--- config.mk ---
export PLATFORM = sky130hd
export DESIGN_NAME = regs_wr_arb
export DESIGN_NICKNAME = d
export VERILOG_FILES = /design/src/rtl/regs_wr_arb.sv
export SDC_FILE = /design/constraint.sdc
export NUM_CORES = 1
export LEC_CHECK = 0
export CAP_MARGIN = 0
export CELL_PAD_IN_SITES_DETAIL_PLACEMENT = 1
export CELL_PAD_IN_SITES_GLOBAL_PLACEMENT = 1
export CORE_ASPECT_RATIO = 1.5
export CORE_UTILIZATION = 31
export CTS_CLUSTER_SIZE = 25
export DETAILED_ROUTE_END_ITERATION = 6
export PLACE_DENSITY_LB_ADDON = 0.1
export SYNTH_ARGS = -nofsm -noshare
export SYNTH_HDL_FRONTEND = slang
export SYNTH_SLANG_ARGS = --single-unit
--- constraint.sdc ---
create_clock -name clk -period 5 [get_ports clk]
set_input_delay 1 -clock clk [delete_from_list [all_inputs] [get_ports clk]]
set_output_delay 1 -clock clk [all_outputs]
set_load 0.02 [all_outputs]
--- src/rtl/regs_wr_arb.sv ---
// Round-robin arbiter sharing one 8-bit register-file write port among three
// requesters; wide requests become a lo/hi register-pair write.
module regs_wr_arb (
  input  logic        clk,
  input  logic        reset,
  input  logic [2:0]  req,
  input  logic [2:0]  wide,
  input  logic [2:0]  addr0,
  input  logic [2:0]  addr1,
  input  logic [2:0]  addr2,
  input  logic [15:0] data0,
  input  logic [15:0] data1,
  input  logic [15:0] data2,
  output logic [2:0]  ack,
  output logic        busy,
  output logic        we,
  output logic [2:0]  waddr,
  output logic [7:0]  d8
);

  localparam logic [1:0] IDLE  = 2'd0;
  localparam logic [1:0] WR_LO = 2'd1;
  localparam logic [1:0] WR_HI = 2'd2;

  logic [1:0]  state_q, state_d;
  logic [1:0]  ptr_q, ptr_d;
  logic        wide_q, wide_d;
  logic [2:0]  addr_q, addr_d;
  logic [15:0] data_q, data_d;
  logic        we_q, we_d;
  logic        busy_q, busy_d;
  logic [2:0]  ack_q, ack_d;
  logic [2:0]  waddr_q, waddr_d;
  logic [7:0]  d8_q, d8_d;

  logic [2:0]  masked;
  logic        arb_ok;
  logic        win_vld;
  logic [1:0]  win, c1, c2, c3;
  logic [2:0]  win_addr;
  logic [15:0] win_data;
  logic        win_wide;

  function automatic logic [1:0] rr_idx(input logic [1:0] p, input logic [1:0] k);
    logic [2:0] s;
    s = {1'b0, p} + {1'b0, k};
    if (s >= 3'd3) s = s - 3'd3;
    return s[1:0];
  endfunction

  function automatic logic [2:0] onehot(input logic [1:0] i);
    return 3'b001 << i;
  endfunction

  always_comb begin
    // A requester whose ack is on the bus this cycle is finishing; don't regrant it.
    masked = req & ~ack_q;
    arb_ok = (state_q == IDLE) || (state_q == WR_HI) || (state_q == WR_LO && !wide_q);

    c1 = rr_idx(ptr_q, 2'd1);
    c2 = rr_idx(ptr_q, 2'd2);
    c3 = rr_idx(ptr_q, 2'd3);
    win_vld = 1'b0;
    win     = c1;
    if (masked[c3]) begin win_vld = 1'b1; win = c3; end
    if (masked[c2]) begin win_vld = 1'b1; win = c2; end
    if (masked[c1]) begin win_vld = 1'b1; win = c1; end

    case (win)
      2'd0:    begin win_addr = addr0; win_data = data0; end
      2'd1:    begin win_addr = addr1; win_data = data1; end
      default: begin win_addr = addr2; win_data = data2; end
    endcase
    win_wide = wide[win];
  end

  always_comb begin
    state_d = state_q;
    ptr_d   = ptr_q;
    wide_d  = wide_q;
    addr_d  = addr_q;
    data_d  = data_q;
    we_d    = 1'b0;
    busy_d  = 1'b0;
    ack_d   = 3'b000;
    waddr_d = waddr_q;
    d8_d    = d8_q;

    if (state_q == WR_LO && wide_q) begin
      state_d = WR_HI;
      we_d    = 1'b1;
      busy_d  = 1'b1;
      waddr_d = {addr_q[2:1], 1'b1};
      d8_d    = data_q[15:8];
      ack_d   = onehot(ptr_q);
    end else if (arb_ok && win_vld) begin
      state_d = WR_LO;
      ptr_d   = win;
      wide_d  = win_wide;
      addr_d  = win_addr;
      data_d  = win_data;
      we_d    = 1'b1;
      busy_d  = 1'b1;
      waddr_d = win_wide ? {win_addr[2:1], 1'b0} : win_addr;
      d8_d    = win_data[7:0];
      ack_d   = win_wide ? 3'b000 : onehot(win);
    end else begin
      state_d = IDLE;
    end
  end

  always_ff @(posedge clk) begin
    if (reset) begin
      state_q <= IDLE;
      ptr_q   <= 2'd2;
      wide_q  <= 1'b0;
      addr_q  <= 3'd0;
      data_q  <= 16'd0;
      we_q    <= 1'b0;
      busy_q  <= 1'b0;
      ack_q   <= 3'b000;
      waddr_q <= 3'd0;
      d8_q    <= 8'd0;
    end else begin
      state_q <= state_d;
      ptr_q   <= ptr_d;
      wide_q  <= wide_d;
      addr_q  <= addr_d;
      data_q  <= data_d;
      we_q    <= we_d;
      busy_q  <= busy_d;
      ack_q   <= ack_d;
      waddr_q <= waddr_d;
      d8_q    <= d8_d;
    end
  end

  assign ack   = ack_q;
  assign busy  = busy_q;
  assign we    = we_q;
  assign waddr = waddr_q;
  assign d8    = d8_q;

endmodule

After elaboration in Yosys (flattened, before gate mapping)
Index checks and enable logic that the tools add are counted.
{"block": "totals", "ff_bits": 39, "input_bits": 65, "out_inout_bits": 16, "elab_cells": 73}
{"block": "op_classes", "addsub": 6, "magnitude_cmp": 7, "n_eq_ne": 3, "shifts": 2, "muxes": 31, "bitwise_logic": 3, "n_reduce_logical": 11}
{"cell": "one-hot mux 16 bit (2 select lines)", "n": 1}
{"cell": "two-way mux 8 bit", "n": 2}
{"cell": "two-way mux 3 bit", "n": 5}
{"cell": "two-way mux 2 bit", "n": 7}
{"cell": "< comparator 2 x 3 -> 1 bit (second input constant)", "n": 4}
{"cell": "two-way mux 1 bit", "n": 11}
{"cell": ">= comparator 3 x 2 -> 1 bit (second input constant)", "n": 3}
{"cell": "binary-select mux 1 bit (select 2 bit)", "n": 4}
{"cell": "adder 2 x 2 -> 3 bit (second input constant)", "n": 2}
{"cell": "one-hot mux 3 bit (2 select lines)", "n": 1}
{"cell": "left shift 1 x 2 -> 3 bit (first input constant)", "n": 2}
{"cell": "subtractor 2 bit (second input constant)", "n": 3}
{"cell": "equality test 2 x 1 -> 1 bit (second input constant)", "n": 2}
{"cell": "logical NOT 2 bit", "n": 2}
{"cell": "adder 2 x 1 -> 3 bit (second input constant)", "n": 1}
{"cell": "bitwise AND 3 bit", "n": 1}
{"cell": "logical AND 1 bit", "n": 3}
{"cell": "inverter 3 bit", "n": 1}
{"cell": "equality test 2 bit (second input constant)", "n": 1}
{"cell": "logical OR 1 bit", "n": 2}
{"cell": "AND reduction 2 bit", "n": 1}
{"cell": "nonzero test 2 bit", "n": 1}
{"cell": "OR reduction 2 bit", "n": 1}
{"cell": "logical NOT 1 bit", "n": 1}
{"cell": "inverter 1 bit", "n": 1}

Depth between registers and ports, before layout
Gate-level depths: netlist (run 1).
{"block": "logic_depth", "depth_word": 13, "depth_mapped": 12}

Least setup slack after synthesis (run 1)
OpenSTA, ideal clock, no wires.
{"block": "synth_path", "kind": "input port to flip-flop", "from": "input req[1]", "to": "register waddr_q[0], in the netlist waddr[0]", "setup_time_ps": 88, "arrival_time_ps": 2547, "required_time_ps": 4912, "slack_ps": 2365, "cell_stages": 9, "n_path_buf": 2, "path_cell_list": "or4b_1 > o311ai_1 > a31oi_1 > a21o_1 > buf_6 > buf_6 > mux2i_1 > o22ai_1 > o32ai_2"}
{"block": "synth_via", "elab_chain_len": 11, "word_cells_on_any_way": 23, "classes_between": "1 x eq/ne; 18 x mux; 1 x bitwise; 3 x reduce/logical"}
{"element": "start, declared", "line": "6", "text": "input logic [2:0] req,"}
{"element": "bitwise AND 3 bit *", "line": "57", "text": "masked = req & ~ack_q;"}
{"element": "binary-select mux 1 bit (select 2 bit)", "line": "65", "text": "if (masked[c3]) begin win_vld = 1'b1; win = c3; end"}
{"element": "two-way mux 1 bit (implied by the code)", "line": "65"}
{"element": "two-way mux 2 bit", "line": "65"}
{"element": "two-way mux 2 bit", "line": "66", "text": "if (masked[c2]) begin win_vld = 1'b1; win = c2; end"}
{"element": "two-way mux 2 bit", "line": "67", "text": "if (masked[c1]) begin win_vld = 1'b1; win = c1; end"}
{"element": "equality test 2 x 1 -> 1 bit, or another cell as far along", "line": "69", "text": "case (win)"}
{"element": "one-hot mux 3 bit (2 select lines) or two-way mux 1 bit (tied branches)", "line": "69, 74"}
{"element": "two-way mux 1 bit", "line": "104", "text": "waddr_d = win_wide ? {win_addr[2:1], 1'b0} : win_addr;"}
{"element": "two-way mux 3 bit", "line": "96", "text": "end else if (arb_ok && win_vld) begin"}
{"element": "two-way mux 3 bit", "line": "89", "text": "if (state_q == WR_LO && wide_q) begin"}
{"element": "end signal, assigned", "line": "133", "text": "waddr_q <= waddr_d;"}
{"element": "end, declared", "line": "33", "text": "logic [2:0] waddr_q, waddr_d;"}
Mark *: on every way between the ends. The rest lies on a longest branch, timed or not. The select of a mux whose other input is x is not followed.
A chain may end at the register's enable or synchronous reset.

Worst setup path in the final report (run 1)
Ends and elaborated chain as after synthesis.

==> results of run 1 <==
==> final cells by class <==
| cell class | count | area [µm²] | area share, % |
|---|---|---|---|
| inverter | 8 | 30.0 | 1.11 |
| tap | 70 | 87.6 | 3.25 |
| clock inverter | 1 | 5.00 | 0.186 |
| sequential | 30 | 601 | 22.3 |
| clock buffer | 7 | 86.3 | 3.20 |
| multi-input combinational | 157 | 1060 | 39.2 |
| timing repair buffer | 84 | 831 | 30.8 |
==> Yosys cell counts, types with 5 or more instances <==
cell type | n | area share [%]
sky130_fd_sc_hd__a211o_1 | 11 | 5.4
sky130_fd_sc_hd__o21ai_0 | 8 | 2.3
sky130_fd_sc_hd__buf_2 | 5 | 1.4
sky130_fd_sc_hd__nand2_1 | 16 | 3.4
sky130_fd_sc_hd__a21oi_1 | 23 | 6.5
sky130_fd_sc_hd__dfxtp_1 | 30 | 34
sky130_fd_sc_hd__ha_1 | 5 | 3.5
sky130_fd_sc_hd__mux2i_1 | 11 | 6.2
sky130_fd_sc_hd__and3_1 | 6 | 2.1
sky130_fd_sc_hd__clkbuf_1 | 8 | 1.7
sky130_fd_sc_hd__inv_1 | 8 | 1.7
sky130_fd_sc_hd__o22ai_1 | 6 | 2.1
sky130_fd_sc_hd__nor2_1 | 21 | 4.5
==> logic make-up (layout without fill, tap and decap cells) <==
logic type               Yosys count  count (layout)  synth area share (%)
multiplexers                      19              19                  11.3
AO/OA/AOI/OAI                     71              71                  27.5
adder cells (fa/ha/maj)            5               5                  3.54
flip-flops                        30              30                  34.0
buffers and inverters             24             100                  6.51
AND/OR/NAND/NOR                   62              62                  17.1
==> state kept, by name, summed over array words and instances (netlist names) <==
| signal | count |
|---|---|
| waddr | 3 |
| addr_q | 2 |
| ack | 3 |
| state_q | 2 |
| ptr_q | 2 |
| busy | 1 |
| data_q | 8 |
| wide_q | 1 |
| d8 | 8 |
==> layer usage <==
layer / part of all wire, % / track usage, % / vias to the layer above
met2: 54 / 37.1 / 47
met1: 41 / 20.1 / 891
met3: 3.9 / 3.99 / 5
li1: - / - / 918
met4: 1.4 / 7.39 / 0
met5: 0 / 0 / -
==> metrics by stage <==
step	util, %	worst slack (ns)	instances	area, µm²
floorplan	-	2.36	211	1770
global placement	47.4	1.34	349	2610
detailed placement	47.4	1.24	349	2610
CTS	49.1	1.55	357	2700
global route	49.1	1.31	357	2700
finish	49.1	1.56	357	2700
==> path summary, 6_finish.rpt <==
check | from | end | cells after the start
max reg2reg | ptr_q[0]$_SDFFE_PP0P_ | waddr[0]$_SDFFE_PP0P_ | 10
min | addr_q[1]$_SDFFE_PP0P_ | addr_q[1]$_SDFFE_PP0P_ | 1
min reg2reg | addr_q[1]$_SDFFE_PP0P_ | addr_q[1]$_SDFFE_PP0P_ | 1
max | req[1] | waddr[0]$_SDFFE_PP0P_ | 9
==> power by group <==
group          internal [W]  total (W)  switching, W  leakage, nW
logic              0.000514    0.00115      0.000633        0.781
clock network      0.000111   0.000205     0.0000941       0.0482
registers          0.000334   0.000391     0.0000571        0.249
==> results.rst, run 1 <==
.. list-table::
   :header-rows: 1

   * - Metric
     - Value
   * - Outcome
     - finished, final reports clean
   * - Clock Tree Root
     - sky130_fd_sc_hd__clkbuf_8
   * - Number of antenna violations at the first check in global routing
     - 0
   * - Avg Inst Size Synth
     - 8.38 µm²
   * - Critical-path maximum fanout
     - 16
   * - Global route total overflow
     - 0
   * - Delay of the slowest cell on the worst path
     - 0.50 ns
   * - Post-cts resize count
     - 0
   * - Overall die width
     - 63.7 µm
   * - Post-synthesis sequential element count
     - 30
   * - Data arrival time at the worst-slack endpoint
     - 3.63 ns
   * - Critical path cell sequence
     - clkdlybuf4s50_1 -> nor2b_1 -> o211ai_1 -> o2111ai_1 -> a21o_1 -> buf_4 -> mux2i_1 -> o22ai_1 -> o32ai_2
   * - Die height
     - 94.5 µm
   * - Power per Cell Area
     - 647 nW/µm²
   * - Hold Vio Cnt, Final
     - 0
   * - Per-cell routed wire length
     - 15.6 µm
   * - Combined global-route utilization of all metal layers
     - 19.3%
   * - Final max-slew violation count
     - 0
   * - Post-DR vias/cell
     - 5.21
   * - Fraction of layout cells with a size suffix above 1
     - 6.27%
   * - Final setup violation count
     - 0
   * - Post-Route Setup TNS
     - 0 ns
   * - Commonest non-fill, non-tap cell in the layout
     - sky130_fd_sc_hd__clkdlybuf4s50_1
   * - Tightest hold margin
     - 0.457 ns
   * - Total nets after synthesis
     - 281
   * - Maximum clock frequency
     - 291 MHz
   * - Static leakage
     - 1.08 nW
   * - Total DRC errors in the routed layout
     - 0
   * - Via count
     - 1,861
   * - Number of antenna-violating nets in the routed design
     - 0
   * - Post-route fraction of the period consumed by the critical path
     - 68.8%
   * - Via count of the first global-routing pass
     - 1,960
   * - Core Footprint
     - 5490 µm²
   * - Sequential element share of the synthesized area
     - 34.0%
   * - Worst-Margin Slew
     - 1.06 ns
   * - Startpoint types
     - input pin
   * - Bufs and invs on worst path
     - 2
   * - Initial core utilization
     - 32.2%
   * - Max_slew headroom
     - 29.1%
   * - Yosys synthesis warning count
     - 0
   * - Netlist Area Pre-Place
     - 1770 µm²
   * - Clk pin slew, worst setup/hold paths
     - 0.07 ns
   * - Total I/O pin count
     - 81
   * - Area growth, synth to finish
     - 52.5%
   * - First DRT Iteration DRCs
     - 59
   * - Count of antenna diodes in the layout
     - 0
   * - # clock sinks
     - 30
   * - Total setup buffers inserted after CTS
     - 0
   * - Top_reg_cell synth
     - sky130_fd_sc_hd__dfxtp_1
   * - Number of enable flip-flop cells after synthesis
     - 0
   * - Half-perimeter wire length after placement
     - 4220 µm
   * - Number of fill cells in the layout
     - 664
   * - Flop-to-flop setup slack
     - 1.68 ns
   * - Routability Congestion
     - 0.766
   * - Count of unique library cells instantiated by Yosys
     - 44
   * - TritonCTS clock tree
     - yes
   * - Depth of the CTS H-tree
     - 2
   * - Clock latency on the worst-skew pair
     - 0.28 ns
   * - Post-synth ARST share
     - 0%
   * - Die ar.
     - 6020 µm²
   * - Number of buffers inserted for hold repair after clock tree synthesis
     - 0
   * - Leading cell types in the layout, fill and taps excluded
     - sky130_fd_sc_hd__clkdlybuf4s50_1, sky130_fd_sc_hd__dfxtp_1, sky130_fd_sc_hd__a21oi_1
   * - WL final
     - 5560 µm
   * - Maximum count of clock buffers along a single path
     - 2
   * - Cell at the slowest stage of the critical path
     - sky130_fd_sc_hd__a21o_1
   * - Site row count
     - 33
   * - # nets final
     - 356
   * - Count of TritonRoute iterations in the first routing pass
     - 4
   * - Setup crit end kind
     - flip-flop
   * - Class of the worst hold path
     - reg2reg
   * - Max rail drop VDD
     - 0.000298 V
   * - Wire length of the first global-routing pass
     - 8960 µm
   * - Clock period minus final worst setup slack
     - 3.44 ns
   * - # Max-Cap Violations
     - 0
   * - Synthesized instance count
     - 211
   * - Worst setup path class
     - in2reg
   * - Num CTS Buffers
     - 5
   * - Required time of the critical path
     - 5.19 ns
   * - Kind of cell with the highest combined delay on the critical path
     - compound AO/OA/AOI/OAI gates
   * - Maximum number of pins on one net before global-route repair
     - 28
   * - Post-Route Skew
     - 0.00429 ns
   * - Sum of internal, switching and leakage power
     - 0.00174 W
   * - RSZ-0062 raised after global routing
     - false
   * - Number of port buffers
     - 80
No activity file was read; power rests on OpenSTA's default activity.
==> run 2: changes to the inputs <==
CORE_UTILIZATION = 29   (was 31)
clock period = 3.5 ns   (was 5 ns; I/O delays follow)
==> results.rst, run 2 (same netlist as run 1, synthesis figures left out) <==
.. list-table::
   :header-rows: 1

   * - Metric
     - Value
   * - Overall die width
     - 65.8 µm (+3.3%)
   * - # Max-Cap Violations
     - 0 (unchanged)
   * - Cell count after placement
     - 354 (+1.4%)
   * - TritonCTS clock tree
     - yes
   * - Via count
     - 1,833 (-1.5%)
   * - Global route total overflow
     - 0 (unchanged)
   * - Number of antenna violations at the first check in global routing
     - 0 (unchanged)
   * - RSZ-0062 raised after global routing
     - false
   * - Fraction of layout cells with a size suffix above 1
     - 7.59% (+1.3 points)
   * - Initial core utilization
     - 30.3% (-1.9 points)
   * - Hold Vio Cnt, Final
     - 0 (unchanged)
   * - Num CTS Buffers
     - 5 (unchanged)
   * - Non-Filler Instances
     - 362 (+1.4%)
   * - Number of port buffers
     - 80 (unchanged)
   * - Part of the power in registers
     - 20.7% (-1.7 points)
   * - Startpoint types
     - flip-flop
   * - Post-DR vias/cell
     - 5.06 (-2.9%)
   * - Setup crit end kind
     - flip-flop
   * - Total DRC errors in the routed layout
     - 0 (unchanged)
   * - Via count of the first global-routing pass
     - 1,927 (-1.7%)
   * - Maximum number of pins on one net before global-route repair
     - 28 (unchanged)
   * - Place WS
     - 0.283 ns (-0.960 ns)
   * - Internal Pwr Total
     - 0.00157 W (+63%)
   * - Total setup buffers inserted after CTS
     - 0 (unchanged)
   * - # nets final
     - 359 (+0.84%)
   * - Die height
     - 97.6 µm (+3.3%)
   * - Outcome
     - finished, final reports clean
   * - # clock sinks
     - 30 (unchanged)
   * - Worst setup slack after layout
     - 0.324 ns (-1.24 ns)
   * - Worst-Margin Slew
     - 0.831 ns (-0.229 ns)
   * - Clock period minus final worst setup slack
     - 3.18 ns
   * - Static leakage
     - 1.12 nW (+3.9%)
   * - Critical-path maximum fanout
     - 20 (+4)
   * - Core Footprint
     - 5830 µm² (+6.1%)
   * - Number of cells traversed by the worst register-to-register path
     - 9 (-1)
   * - Leading cell types in the layout, fill and taps excluded
     - sky130_fd_sc_hd__clkdlybuf4s50_1, sky130_fd_sc_hd__dfxtp_1, sky130_fd_sc_hd__a21oi_1
   * - Comb power frac
     - 63.2% (-2.6 points)
   * - Depth of the CTS H-tree
     - 2 (unchanged)
   * - Clock latency on the worst-skew pair
     - 0.28 ns (about the same)
   * - Count of TritonRoute iterations in the first routing pass
     - 4 (unchanged)
   * - Sw Pwr
     - 0.00114 W (+46%)
   * - Post-Route Utilization
     - 47.8% (-1.3 points)
   * - Data arrival time at the worst-slack endpoint
     - 3.37 ns (-0.26 ns)
   * - First DRT Iteration DRCs
     - 71 (+20%)
   * - Dominant cell type by count on the critical path
     - sky130_fd_sc_hd__inv_1
   * - Number of buffers inserted for hold repair after clock tree synthesis
     - 0 (unchanged)
   * - Clock share of power
     - 16.1% (+4.3 points)
   * - Sum of internal, switching and leakage power
     - 0.00271 W (+55%)
   * - Maximum count of clock buffers along a single path
     - 2 (unchanged)
   * - Final max-slew violation count
     - 0 (unchanged)
   * - Die ar.
     - 6420 µm² (+6.7%)
   * - Per-cell routed wire length
     - 15.8 µm (+1.2%)
   * - Area growth, synth to finish
     - 57.5%
   * - Routability Congestion
     - 0.812 (+6.0%)
   * - Commonest non-fill, non-tap cell in the layout
     - sky130_fd_sc_hd__clkdlybuf4s50_1
   * - Maximum clock frequency
     - 315 MHz
   * - Max rail drop VDD
     - 0.000463 V (+55%)
   * - Number of antenna-violating nets in the routed design
     - 0 (unchanged)
   * - Flop-to-flop setup slack
     - 0.32 ns (-1.36 ns)
   * - Max_slew headroom
     - 44.5% (+15 points)
   * - Wire length of the first global-routing pass
     - 9140 µm (+2.0%)
   * - Count of antenna diodes in the layout
     - 0 (unchanged)
   * - Cell at the slowest stage of the critical path
     - sky130_fd_sc_hd__or4b_1
   * - Clock Tree Root
     - sky130_fd_sc_hd__clkbuf_8
   * - Power per Cell Area
     - 973 nW/µm² (+50%)
   * - Total I/O pin count
     - 81 (unchanged)
   * - Clk pin slew, worst setup/hold paths
     - 0.06 ns (about the same)
   * - Half-perimeter wire length after placement
     - 4320 µm (+2.5%)
   * - Post-route fraction of the period consumed by the critical path
     - 90.7%
   * - Delay of the slowest cell on the worst path
     - 0.58 ns (+0.08 ns)
   * - Required time of the critical path
     - 3.69 ns (-1.50 ns)
   * - WL final
     - 5710 µm (+2.7%)
   * - Final setup violation count
     - 0 (unchanged)
   * - Post-cts resize count
     - 0 (unchanged)
   * - Critical path cell sequence
     - inv_1 -> ha_1 -> or4b_1 -> o311ai_1 -> o21ai_2 -> or2_1 -> inv_1 -> o21ai_0 -> o32ai_2
   * - Sw Share
     - 42.2% (-2.8 points)
   * - Class of the worst hold path
     - reg2reg
   * - Number of instances on the worst hold path
     - 1 (unchanged)
   * - Combined global-route utilization of all metal layers
     - 18.5% (-0.75 points)
   * - Post-Route Skew
     - 0.00472 ns (+0.000428 ns)
   * - Post-Route Setup TNS
     - 0 ns (unchanged)
   * - Worst setup path class
     - reg2reg
   * - Site row count
     - 34 (+3.0%)
-- run 2: cell types whose count changed in the layout (fill, tap and decap cells not counted), sizes merged --
cell and delta:
clkinv -1, clkbuf -1, buf +3, bufinv +2
-- run 2: worst paths after layout --
path,startpoint,to
setup reg to reg,ptr_q[0]$_SDFFE_PP0P_,waddr[0]$_SDFFE_PP0P_
hold reg to reg,addr_q[1]$_SDFFE_PP0P_,addr_q[1]$_SDFFE_PP0P_
hold / removal,addr_q[1]$_SDFFE_PP0P_,addr_q[1]$_SDFFE_PP0P_
setup / recovery,ptr_q[0]$_SDFFE_PP0P_,waddr[0]$_SDFFE_PP0P_
-- run 2: worst max-delay path, delay by kind of cell (launching register included) --
| kind | cells | cell delay [ns] |
|---|---|---|
| AND/OR/NAND/NOR | 2 | 0.96 |
| AO/OA/AOI/OAI | 4 | 0.85 |
| adder cells (fa/ha/maj) | 1 | 0.48 |
| flip-flops | 1 | 0.47 |
| buffers and inverters | 2 | 0.33 |
-- run 2: metrics by stage --
step                cell area (µm²)  hold WS [ns]
finish                         2790         0.462
CTS                            2790         0.463
detailed placement             2640         0.448
global placement               2640         0.437
global route                   2790         0.480
floorplan                      1770         0.427
-- run 2: layout make-up --
class,count,area [µm²]
Clock inverter,2,60.1
Multi-Input combinational cell,157,1060
Sequential cell,30,601
Inverter,8,30.0
Clock buffer,6,82.6
Fill cell,696,3040
Timing Repair Buffer,87,866
Tap cell,72,90.1
-- run 2: routing by layer --
metal | up-vias | GRT usage [%] | wire length [µm] | share of wire (%)
met2 | 55 | 33.8 | 3130 | 55
met3 | 5 | 3.05 | 215 | 3.8
met1 | 846 | 21.0 | 2300 | 40
met4 | 0 | 5.85 | 62 | 1.1
li1 | 927 | - | - | -
met5 | - | 0 | 0 | 0
-- run 2: power by group through the flow --
stage | logic [W] | registers, W | clock network (W)
4_1_cts | 0.00174 | 0.000559 | 0.000447
5_1_grt | 0.00189 | 0.000576 | 0.000465
6_report | 0.00171 | 0.000560 | 0.000437
3_3_place_gp | 0.00171 | 0.000562 | 0
3_5_place_dp | 0.00173 | 0.000565 | 0
2_1_floorplan | 0.00116 | 0.000616 | 0
==> run 3: changes to the inputs <==
==> constraint.sdc (replaced) <==
create_clock -name clk -period 3.5 [get_ports clk]
set_input_delay 0.35 -clock clk [delete_from_list [all_inputs] [get_ports clk]]
set_output_delay 0.35 -clock clk [all_outputs]
set_load 0.02 [all_outputs]
==> results.rst, run 3 (same netlist as run 1, synthesis figures left out) <==
.. list-table::
   :header-rows: 1

   * - Metric
     - Value
   * - # Max-Cap Violations
     - 0 (unchanged)
   * - Critical path cell sequence
     - inv_1 -> ha_1 -> or4b_1 -> o311ai_1 -> a31oi_1 -> a21o_1 -> buf_4 -> mux2i_1 -> a211o_1 -> a21oi_1
   * - Startpoint types
     - flip-flop
   * - Via count of the first global-routing pass
     - 2,030 (+5.3%)
   * - Setup crit end kind
     - flip-flop
   * - Comb power frac
     - 66.7% (+3.5 points)
   * - Post-Route Utilization
     - 46.9% (-0.90 points)
   * - Critical-path maximum fanout
     - 13 (-35%)
   * - Clock share of power
     - 11.5% (-4.6 points)
   * - Delay of the slowest cell on the worst path
     - 0.59 ns (about the same)
   * - Total DRC errors in the routed layout
     - 0 (unchanged)
   * - Die height
     - 97.6 µm (unchanged)
   * - Count of TritonRoute iterations in the first routing pass
     - 5 (+1)
   * - Multi-input logic area
     - 1060 µm² (unchanged)
   * - Area growth, synth to finish
     - 54.6%
   * - Required time of the critical path
     - 3.71 ns (+0.02 ns)
   * - Global route total overflow
     - 0 (unchanged)
   * - Post-Route Skew
     - 0.00784 ns (+0.00312 ns)
   * - Commonest non-fill, non-tap cell in the layout
     - sky130_fd_sc_hd__clkdlybuf4s50_1
   * - # nets final
     - 360 (+0.28%)
   * - Final max-slew violation count
     - 0 (unchanged)
   * - Flip-flop and latch area
     - 601 µm² (unchanged)
   * - Maximum count of clock buffers along a single path
     - 2 (unchanged)
   * - RSZ-0062 raised after global routing
     - false
   * - Number of port buffers
     - 80 (unchanged)
   * - Clock Tree Root
     - sky130_fd_sc_hd__clkbuf_8
   * - Count of antenna diodes in the layout
     - 0 (unchanged)
   * - Clock period minus final worst setup slack
     - 3.16 ns (-0.0115 ns)
   * - Data arrival time at the worst-slack endpoint
     - 3.37 ns (about the same)
   * - Power per Cell Area
     - 928 nW/µm² (-4.5%)
   * - Sw Pwr
     - 0.00113 W (-1.2%)
   * - Combined global-route utilization of all metal layers
     - 18.6% (+0.039 points)
   * - # clock sinks
     - 30 (unchanged)
   * - WL final
     - 5630 µm (-1.4%)
   * - Initial core utilization
     - 30.3% (unchanged)
   * - Cell at the slowest stage of the critical path
     - sky130_fd_sc_hd__or4b_1
   * - Wire length of the first global-routing pass
     - 9200 µm (+0.68%)
   * - Outcome
     - finished, final reports clean
   * - Bufs and invs on worst path
     - 2 (unchanged)
   * - Site row count
     - 34 (unchanged)
   * - Maximum number of pins on one net before global-route repair
     - 28 (unchanged)
   * - Overall die width
     - 65.8 µm (unchanged)
   * - Internal Pwr Total
     - 0.00141 W (-10%)
   * - Worst setup slack after layout
     - 0.336 ns (+0.0115 ns)
   * - Via count
     - 1,896 (+3.4%)
   * - Maximum clock frequency
     - 316 MHz (+0.36%)
   * - Number of antenna violations at the first check in global routing
     - 0 (unchanged)
   * - Post-route fraction of the period consumed by the critical path
     - 90.4% (-0.33 points)
   * - Max_slew headroom
     - 49.8% (+5.3 points)
   * - Static leakage
     - 1.10 nW (-2.1%)
   * - Tightest hold margin
     - 0.457 ns (-0.00425 ns)
   * - Max rail drop VDD
     - 0.000476 V (+2.8%)
   * - Per-cell routed wire length
     - 15.5 µm (-1.7%)
   * - Total I/O pin count
     - 81 (unchanged)
   * - Clk pin slew, worst setup/hold paths
     - 0.07 ns (about the same)
   * - Total setup buffers inserted after CTS
     - 0 (unchanged)
   * - Place WS
     - 0.348 ns (+0.0644 ns)
   * - Core Footprint
     - 5830 µm² (unchanged)
   * - Post-Route Setup TNS
     - 0 ns (unchanged)
   * - Number of buffers inserted for hold repair after clock tree synthesis
     - 0 (unchanged)
   * - Number of antenna-violating nets in the routed design
     - 0 (unchanged)
   * - Post-DR vias/cell
     - 5.22 (+3.2%)
   * - Number of fill cells in the layout
     - 722 (+3.7%)
   * - Fraction of layout cells with a size suffix above 1
     - 7.90% (+0.32 points)
   * - Part of the power in registers
     - 21.9% (+1.2 points)
   * - Worst setup path class
     - reg2reg
   * - TritonCTS clock tree
     - yes
   * - Routability Congestion
     - 0.780 (-4.0%)
   * - Kind of cell with the highest combined delay on the critical path
     - compound AO/OA/AOI/OAI gates
   * - Num CTS Buffers
     - 5 (unchanged)
   * - Hold Vio Cnt, Final
     - 0 (unchanged)
   * - Class of the worst hold path
     - reg2reg
   * - First DRT Iteration DRCs
     - 141 (+99%)
   * - Non-Filler Instances
     - 363 (+0.28%)
   * - Die ar.
     - 6420 µm² (unchanged)
   * - Post-cts resize count
     - 0 (unchanged)
   * - Depth of the CTS H-tree
     - 2 (unchanged)
   * - Clock latency on the worst-skew pair
     - 0.28 ns (about the same)
   * - Final setup violation count
     - 0 (unchanged)
   * - Leading cell types in the layout, fill and taps excluded
     - sky130_fd_sc_hd__clkdlybuf4s50_1, sky130_fd_sc_hd__dfxtp_1, sky130_fd_sc_hd__a21oi_1
   * - Cell count after placement
     - 355 (+0.28%)
   * - Worst-Margin Slew
     - 0.752 ns (-0.0788 ns)
   * - Half-perimeter wire length after placement
     - 4440 µm (+2.9%)
   * - Sw Share
     - 44.5% (+2.3 points)
run 3: cell types whose count changed in the layout (fill, tap and decap cells not counted):
| cell | delta |
|---|---|
| sky130_fd_sc_hd__bufinv_16 | -2 |
| sky130_fd_sc_hd__clkinv_2 | +1 |
| sky130_fd_sc_hd__clkinvlp_4 | +1 |
| sky130_fd_sc_hd__buf_4 | +2 |
| sky130_fd_sc_hd__buf_12 | -1 |
run 3: worst paths after layout:
kind	start	endpoint	slack, ns	depth (start not counted)
max	ptr_q[0]$_SDFFE_PP0P_	data_q[10]$_SDFFE_PP0P_	0.34	10
min	addr_q[1]$_SDFFE_PP0P_	addr_q[1]$_SDFFE_PP0P_	0.46	1
max reg2reg	ptr_q[0]$_SDFFE_PP0P_	data_q[10]$_SDFFE_PP0P_	0.34	10
min reg2reg	addr_q[1]$_SDFFE_PP0P_	addr_q[1]$_SDFFE_PP0P_	0.46	1
run 3: cell type report:
cell class / count / area share (%)
Clock buffer: 6 / 3.02
Clock inverter: 2 / 0.458
Inverter: 8 / 1.10
Multi-Input combinational cell: 157 / 38.6
Sequential cell: 30 / 22.0
Tap cell: 72 / 3.30
Timing Repair Buffer: 88 / 31.5
run 3: routing by layer:
metal  wire [µm]  global-route usage [%]  part of all wire [%]  vias up
met5           0                       0                     0        -
met4          91                    6.02                   1.6        0
met3         312                    3.87                   5.5       10
met2        3120                    35.4                    56       67
met1        2100                    19.1                    37      890
li1            -                       -                     -      929
run 3: metrics by stage:
stage | power, W | instance area [µm²]
4_1_cts | 0.00257 | 2730
5_1_grt | 0.00276 | 2730
3_3_place_gp | 0.00224 | 2640
6_report | 0.00254 | 2730
2_1_floorplan | 0.00178 | 1770
3_5_place_dp | 0.00227 | 2640
run 3: power by group through the flow:
| stage | sequential [W] | combinational [W] | clock (W) |
|---|---|---|---|
| 2_1_floorplan | 0.000616 | 0.00116 | 0 |
| 3_3_place_gp | 0.000559 | 0.00168 | 0 |
| 3_5_place_dp | 0.000564 | 0.00171 | 0 |
| 4_1_cts | 0.000557 | 0.00172 | 0.000301 |
| 5_1_grt | 0.000572 | 0.00187 | 0.000315 |
| 6_report | 0.000555 | 0.00169 | 0.000291 |
